[src/rtl/mips_multicycle_control.sv]
// Main control FSM for the multicycle MIPS-lite datapath: sequences each opcode and drives mux selects, enables and aluop.
// Moore outputs decoded from the state register; FETCH write enables follow mem_ready; everything reads 0 while rst_n is low.
module mips_multicycle_control #(
  parameter int OP_WIDTH    = 6,
  parameter int STATE_WIDTH = 4
) (
  input  logic                   clk,
  input  logic                   rst_n,
  input  logic [OP_WIDTH-1:0]    op,
  input  logic                   mem_ready,
  output logic                   pc_write,
  output logic                   pc_write_cond,
  output logic                   iord,
  output logic                   mem_read,
  output logic                   mem_write,
  output logic                   ir_write,
  output logic                   mem_to_reg,
  output logic                   reg_dst,
  output logic                   reg_write,
  output logic                   alu_src_a,
  output logic [1:0]             alu_src_b,
  output logic [1:0]             pc_src,
  output logic [1:0]             aluop,
  output logic                   illegal_op,
  output logic [STATE_WIDTH-1:0] dbg_state
);

  typedef enum logic [3:0] {
    FETCH  = 4'd0,
    DECODE = 4'd1,
    MEMADR = 4'd2,
    MEMRD  = 4'd3,
    MEMWB  = 4'd4,
    MEMWR  = 4'd5,
    EXEC   = 4'd6,
    ALUWB  = 4'd7,
    BRANCH = 4'd8,
    ORIEX  = 4'd9,
    ORIWB  = 4'd10,
    JUMP   = 4'd11
  } state_t;

  localparam logic [OP_WIDTH-1:0] OP_R   = OP_WIDTH'(6'b000000);
  localparam logic [OP_WIDTH-1:0] OP_LW  = OP_WIDTH'(6'b100011);
  localparam logic [OP_WIDTH-1:0] OP_SW  = OP_WIDTH'(6'b101011);
  localparam logic [OP_WIDTH-1:0] OP_BEQ = OP_WIDTH'(6'b000100);
  localparam logic [OP_WIDTH-1:0] OP_ORI = OP_WIDTH'(6'b001101);
  localparam logic [OP_WIDTH-1:0] OP_J   = OP_WIDTH'(6'b000010);

  localparam logic [1:0] ALU_ADD = 2'b00;
  localparam logic [1:0] ALU_SUB = 2'b01;
  localparam logic [1:0] ALU_R   = 2'b10;
  localparam logic [1:0] ALU_ORI = 2'b11;

  state_t state;

  always_ff @(posedge clk or negedge rst_n) begin
    if (!rst_n) begin
      state <= FETCH;
    end else begin
      case (state)
        FETCH:  if (mem_ready) state <= DECODE;
        DECODE: begin
          case (op)
            OP_LW, OP_SW: state <= MEMADR;
            OP_R:         state <= EXEC;
            OP_BEQ:       state <= BRANCH;
            OP_ORI:       state <= ORIEX;
            OP_J:         state <= JUMP;
            default:      state <= FETCH;
          endcase
        end
        MEMADR: state <= (op == OP_LW) ? MEMRD : MEMWR;
        MEMRD:  if (mem_ready) state <= MEMWB;
        MEMWB:  state <= FETCH;
        MEMWR:  if (mem_ready) state <= FETCH;
        EXEC:   state <= ALUWB;
        ALUWB:  state <= FETCH;
        BRANCH: state <= FETCH;
        ORIEX:  state <= ORIWB;
        ORIWB:  state <= FETCH;
        JUMP:   state <= FETCH;
        default: state <= FETCH;
      endcase
    end
  end

  logic known_op;
  assign known_op = (op == OP_R) || (op == OP_LW) || (op == OP_SW) ||
                    (op == OP_BEQ) || (op == OP_ORI) || (op == OP_J);

  // The rst_n gate keeps the async-reset FETCH state from issuing a fetch while reset is held.
  always_comb begin
    pc_write      = 1'b0;
    pc_write_cond = 1'b0;
    iord          = 1'b0;
    mem_read      = 1'b0;
    mem_write     = 1'b0;
    ir_write      = 1'b0;
    mem_to_reg    = 1'b0;
    reg_dst       = 1'b0;
    reg_write     = 1'b0;
    alu_src_a     = 1'b0;
    alu_src_b     = 2'b00;
    pc_src        = 2'b00;
    aluop         = ALU_ADD;
    illegal_op    = 1'b0;
    if (rst_n) begin
      case (state)
        FETCH: begin
          mem_read  = 1'b1;
          alu_src_b = 2'b01;
          ir_write  = mem_ready;
          pc_write  = mem_ready;
        end
        DECODE: begin
          alu_src_b  = 2'b11;
          illegal_op = !known_op;
        end
        MEMADR: begin
          alu_src_a = 1'b1;
          alu_src_b = 2'b10;
        end
        MEMRD: begin
          mem_read = 1'b1;
          iord     = 1'b1;
        end
        MEMWB: begin
          mem_to_reg = 1'b1;
          reg_write  = 1'b1;
        end
        MEMWR: begin
          mem_write = 1'b1;
          iord      = 1'b1;
        end
        EXEC: begin
          alu_src_a = 1'b1;
          aluop     = ALU_R;
        end
        ALUWB: begin
          reg_dst   = 1'b1;
          reg_write = 1'b1;
        end
        BRANCH: begin
          alu_src_a     = 1'b1;
          aluop         = ALU_SUB;
          pc_write_cond = 1'b1;
          pc_src        = 2'b01;
        end
        ORIEX: begin
          alu_src_a = 1'b1;
          alu_src_b = 2'b10;
          aluop     = ALU_ORI;
        end
        ORIWB: reg_write = 1'b1;
        JUMP: begin
          pc_write = 1'b1;
          pc_src   = 2'b10;
        end
        default: ;
      endcase
    end
  end

  assign dbg_state = rst_n ? STATE_WIDTH'(state) : '0;

endmodule

[config.mk]
export PLATFORM = sky130hd
export DESIGN_NAME = mips_multicycle_control
export DESIGN_NICKNAME = d
export VERILOG_FILES = /design/src/rtl/mips_multicycle_control.sv
export SDC_FILE = /design/constraint.sdc
export NUM_CORES = 1
export LEC_CHECK = 0
export CORE_ASPECT_RATIO = 1.1
export CORE_MARGIN = 8
export CORE_UTILIZATION = 35
export CTS_BUF_LIST = sky130_fd_sc_hd__clkbuf_4 sky130_fd_sc_hd__clkbuf_8
export DETAILED_ROUTE_END_ITERATION = 10
export GPL_TIMING_DRIVEN = 1
export PLACE_DENSITY = 0.74
export SLEW_MARGIN = 10
export SYNTH_ARGS = -nofsm -noshare
export SYNTH_HDL_FRONTEND = slang
export SYNTH_SLANG_ARGS = --single-unit
[constraint.sdc]
create_clock -name clk -period 1.75 [get_ports clk]
set_input_delay 0.525 -clock clk [delete_from_list [all_inputs] [get_ports clk]]
set_output_delay 0.525 -clock clk [all_outputs]
set_load 0.03 [all_outputs]
==> run summary, run 1 <==
Synth Net Count: 93
Distinct cells, synth: 30
DPL Wire Length: 1.82 mm
EDFF count, synth: 0
Starting density of the core: 36.3%
Hold Buf Count CTS: 0
Die Wd: 53.9 um
Sink Count: 4
Yosys warning count: 0
Post-synthesis sequential area ratio: 18.1%
Async SR Flop Fraction: 100%
Post_cts resized: 103
Outcome: stopped before the end
Setup slack after placement: -1.31 ns
Mapped cell area: 552 um^2
Site Rows: 15
Total CTS buffers: 3
Synth Register Bits: 4
Placed Instances: 147
Htree depth: 1
Port bufs: 29
Failing step: clock tree synthesis (4_1_cts)
Main synth FF type: dfrtp_1
Die Ht: 57.6 um
Syn Area/Cell: 6.57 um^2
Clock Path Buffers: 2
Global placement routability congestion: 0.843
Err: [ERROR DPL-0038] Utilization greater than 100%, impossible to legalize
I/O pin cnt: 30
Post-CTS Setup Bufs: 20
Synth Instances: 84
Root buffer cell: clkbuf_4
[cell families after synthesis]
family / after synthesis / share of synthesized area, %
and+or+nand+nor: 52 / 50.1
DFF: 4 / 18.1
AOI/OAI and AO/OA: 18 / 21.1
xor gates and xnor gates: 3 / 4.76
buffers and inverters: 7 / 5.90
[per-stage QoR]
step | cell area (um^2) | TNS (ns)
floorplan | 649 | -0.471
global placement | 1050 | -10.85
detailed placement | 1050 | -11.47
[cells in the mapped netlist (all sizes together) (4+ instances only)]
| library cell | instances | share of area [%] |
|---|---|---|
| o21ai | 4 | 3.6 |
| and2 | 6 | 6.8 |
| dfrtp | 4 | 18 |
| nand3 | 4 | 3.6 |
| nand2 | 9 | 6.1 |
| a21oi | 5 | 4.5 |
| nor2 | 13 | 8.8 |
| nand2b | 5 | 5.7 |
==> run 2: changes to the inputs <==
CORE_AREA = 8 8 69 71   (was default)
CORE_ASPECT_RATIO = default   (was 1.1)
CORE_MARGIN = default   (was 8)
CORE_UTILIZATION = default   (was 35)
CTS_BUF_LIST = default   (was sky130_fd_sc_hd__clkbuf_4 sky130_fd_sc_hd__clkbuf_8)
DIE_AREA = 0 0 77 79   (was default)
PLACE_DENSITY = default   (was 0.74)
PLACE_DENSITY_LB_ADDON = 0.15   (was default)
clock period = 2.3 ns   (was 1.75 ns; I/O delays follow)
==> run summary, run 2 <==
Yosys warning count: 0
Largest net degree at the start of global routing: 11
Final net count: 147
Share of layout cells above drive strength 1: 52.2%
Max frequency: 398 MHz
Async SR Flop Fraction: 100%
P_leak: 0.534 nW
Most used cell along the critical path: buf_6
Root buffer cell: clkbuf_8
Syn Area/Cell: 6.57 um^2
Max stage delay on crit path: 0.55 ns
Mapped cell area: 552 um^2
Setup_tns: -0.210 ns
Final ANT Viol Nets: 0
CTS clk-pin slew, worst paths: 0.03 ns
Drt wl/cell: 12.5 um
Worst path cell trace: buf_6 -> or4_4 -> a211oi_4 -> nor4_4 -> buf_6
First-pass GRT wire length: 4.19 mm
Post-synth top area cell: dfrtp_1
Synth Net Count: 93
RSZ-0062 raised after global routing: true
Crit-path slowest cell: or4_4
Vias: 797
Initial antenna violation count: 0
Top cells by area, synth: dfrtp_1 (18%), nor2_1 (8.8%), and2_1 (6.8%)
Synth Register Bits: 4
Total CTS buffers: 3
Util after Layout: 30.7%
I/O pin cnt: 30
Reg2reg start: state[1]$_DFFE_PN0P_
Starting density of the core: 14.5%
Synth top area share: 18.1%
Slew @ Worst Pin: 0.360 ns
Max_cap viols: 0
Post-Route WL: 2.33 mm
Biggest regs: state x4
CP Capture Type: primary output
Post-synthesis sequential area ratio: 18.1%
Sink Count: 4
Slew HR: 75.8%
CTS tree: done
Period utilization: 109%
Minimum clock period: 2.51 ns
R2r setup slk: 0.89 ns
DRC violations left: 0
Synth top cells by count: nor2_1 (13), nand2_1 (9), and2_1 (6)
Global placement routability congestion: 0.765
Outcome: finished, violations left
Number of global-route vias before repair: 862
Setup CP Type: input pin to primary output
Slew Limit Fails: 0
Final hold viol count: 0
Full die area: 6080 um^2
Setup slack after placement: -0.611 ns
Min-delay worst type: input pin to async pin
Vias/cell: 4.28
Drt pass-1 iters: 4
Port bufs: 29
Distinct cells, synth: 30
Layout area overhead: 111%
FF-to-FF path depth: 4
Die Wd: 77 um
Die Ht: 79 um
Max Fanout on Critical Path: 2
Htree depth: 1
GRT Total Usage: 8.31%
Total gr overflow: 0
R2r endpoint: state[0]$_DFFE_PN0P_
# diodes: 0
Site Rows: 23
Main synth FF type: dfrtp_1
Data required, critical path: 1.61 ns
Worst skew pair latency: 0.21 ns
Peak supply drop: 0.106 mV
Top reg by flops: state
Hold Buf Count CTS: 0
Failing checks: negative setup slack
CP Data Arrival Time: 1.82 ns
EDFF count, synth: 0
Slack of the critical path: -0.210 ns
Synth Instances: 84
Startpoint Class: input pin
DPL Wire Length: 1.96 mm
Final setup fails: 1
Commonest non-fill, non-tap cell in the layout: buf_4
Number of flip-flops in the largest register: 4
Most common cell in the netlist: nor2_1
Clock skew: 0.00139 ns
Clock Path Buffers: 2
Pwr dens: 450 nW/um^2
Commonest cells after routing, fill and taps aside: buf_4 (41), nor2_1 (10), buf_6 (8)
Initial DRC Count: 24
CORE AREA: 3800 um^2
[run 2: cell counts after synthesis]
No cell type changed its count.
[run 2: cell type report]
cell class,count,area (um^2)
sequential,4,103
multi-input combinational,73,509
timing repair buffer,55,445
clock buffer,3,41.3
fill,435,2630
inverter,1,3.75
tap,50,62.6
[run 2: critical path: cells and delay by family]
| family | cells | cell delay [ns] |
|---|---|---|
| compound gates | 1 | 0.26 |
| buf+inv | 2 | 0.23 |
| simple gates | 2 | 0.63 |
[run 2: worst max-delay path by stage]
stage,startpoint,end,cells past startpoint
after floorplan,rst_n,reg_dst,3
after global placement,op[0],illegal_op,7
after detailed placement,op[1],illegal_op,5
after CTS,op[5],illegal_op,5
after global routing,op[0],illegal_op,5
final,op[0],illegal_op,5
[run 2: logic make-up (layout without fill, tap and decap cells)]
family / count (synthesis) / in the layout / share of synthesized area [%]
AOI/OAI and AO/OA: 18 / 18 / 21.1
xor gates and xnor gates: 3 / 3 / 4.76
buffers and inverters: 7 / 59 / 5.90
DFF: 4 / 4 / 18.1
and+or+nand+nor: 52 / 52 / 50.1
[run 2: what timing repair did]
| item | CTS | global route |
|---|---|---|
| gates cloned | 0 | 0 |
| gates resized for setup | 34 | 5 |
| pin swaps | 8 | 6 |
| setup endpoints to repair | 19 | 6 |
| setup buffers | 2 | 1 |
[run 2: metrics by stage]
stage | power [mW] | instance area [um^2] | hold slack (ns) | instances
detailed placement | 0.366 | 1050 | 0.690 | 180
global placement | 0.367 | 1050 | 0.697 | 180
finish | 0.524 | 1160 | 0.510 | 186
floorplan | 0.241 | 602 | 0.394 | 84
global route | 0.568 | 1160 | 0.526 | 186
CTS | 0.527 | 1130 | 0.514 | 185
[run 2: layer usage]
layer / up-vias / track usage (%) / part of all wire [%]
met3: 2 / 2.48 / 7.3
li1: 403 / - / -
met4: 0 / 4.91 / 1.2
met5: - / 0 / 0
met2: 30 / 14.4 / 49
met1: 362 / 8.80 / 42
[run 2: report_power, final]
part	leakage (nW)	internal, mW	total, mW	switching (mW)
registers	0.0509	0.0789	0.0950	0.0161
clock network	0.0216	0.111	0.145	0.0333
logic	0.462	0.132	0.285	0.152
Note: power is estimated with default switching activity, not from simulation.
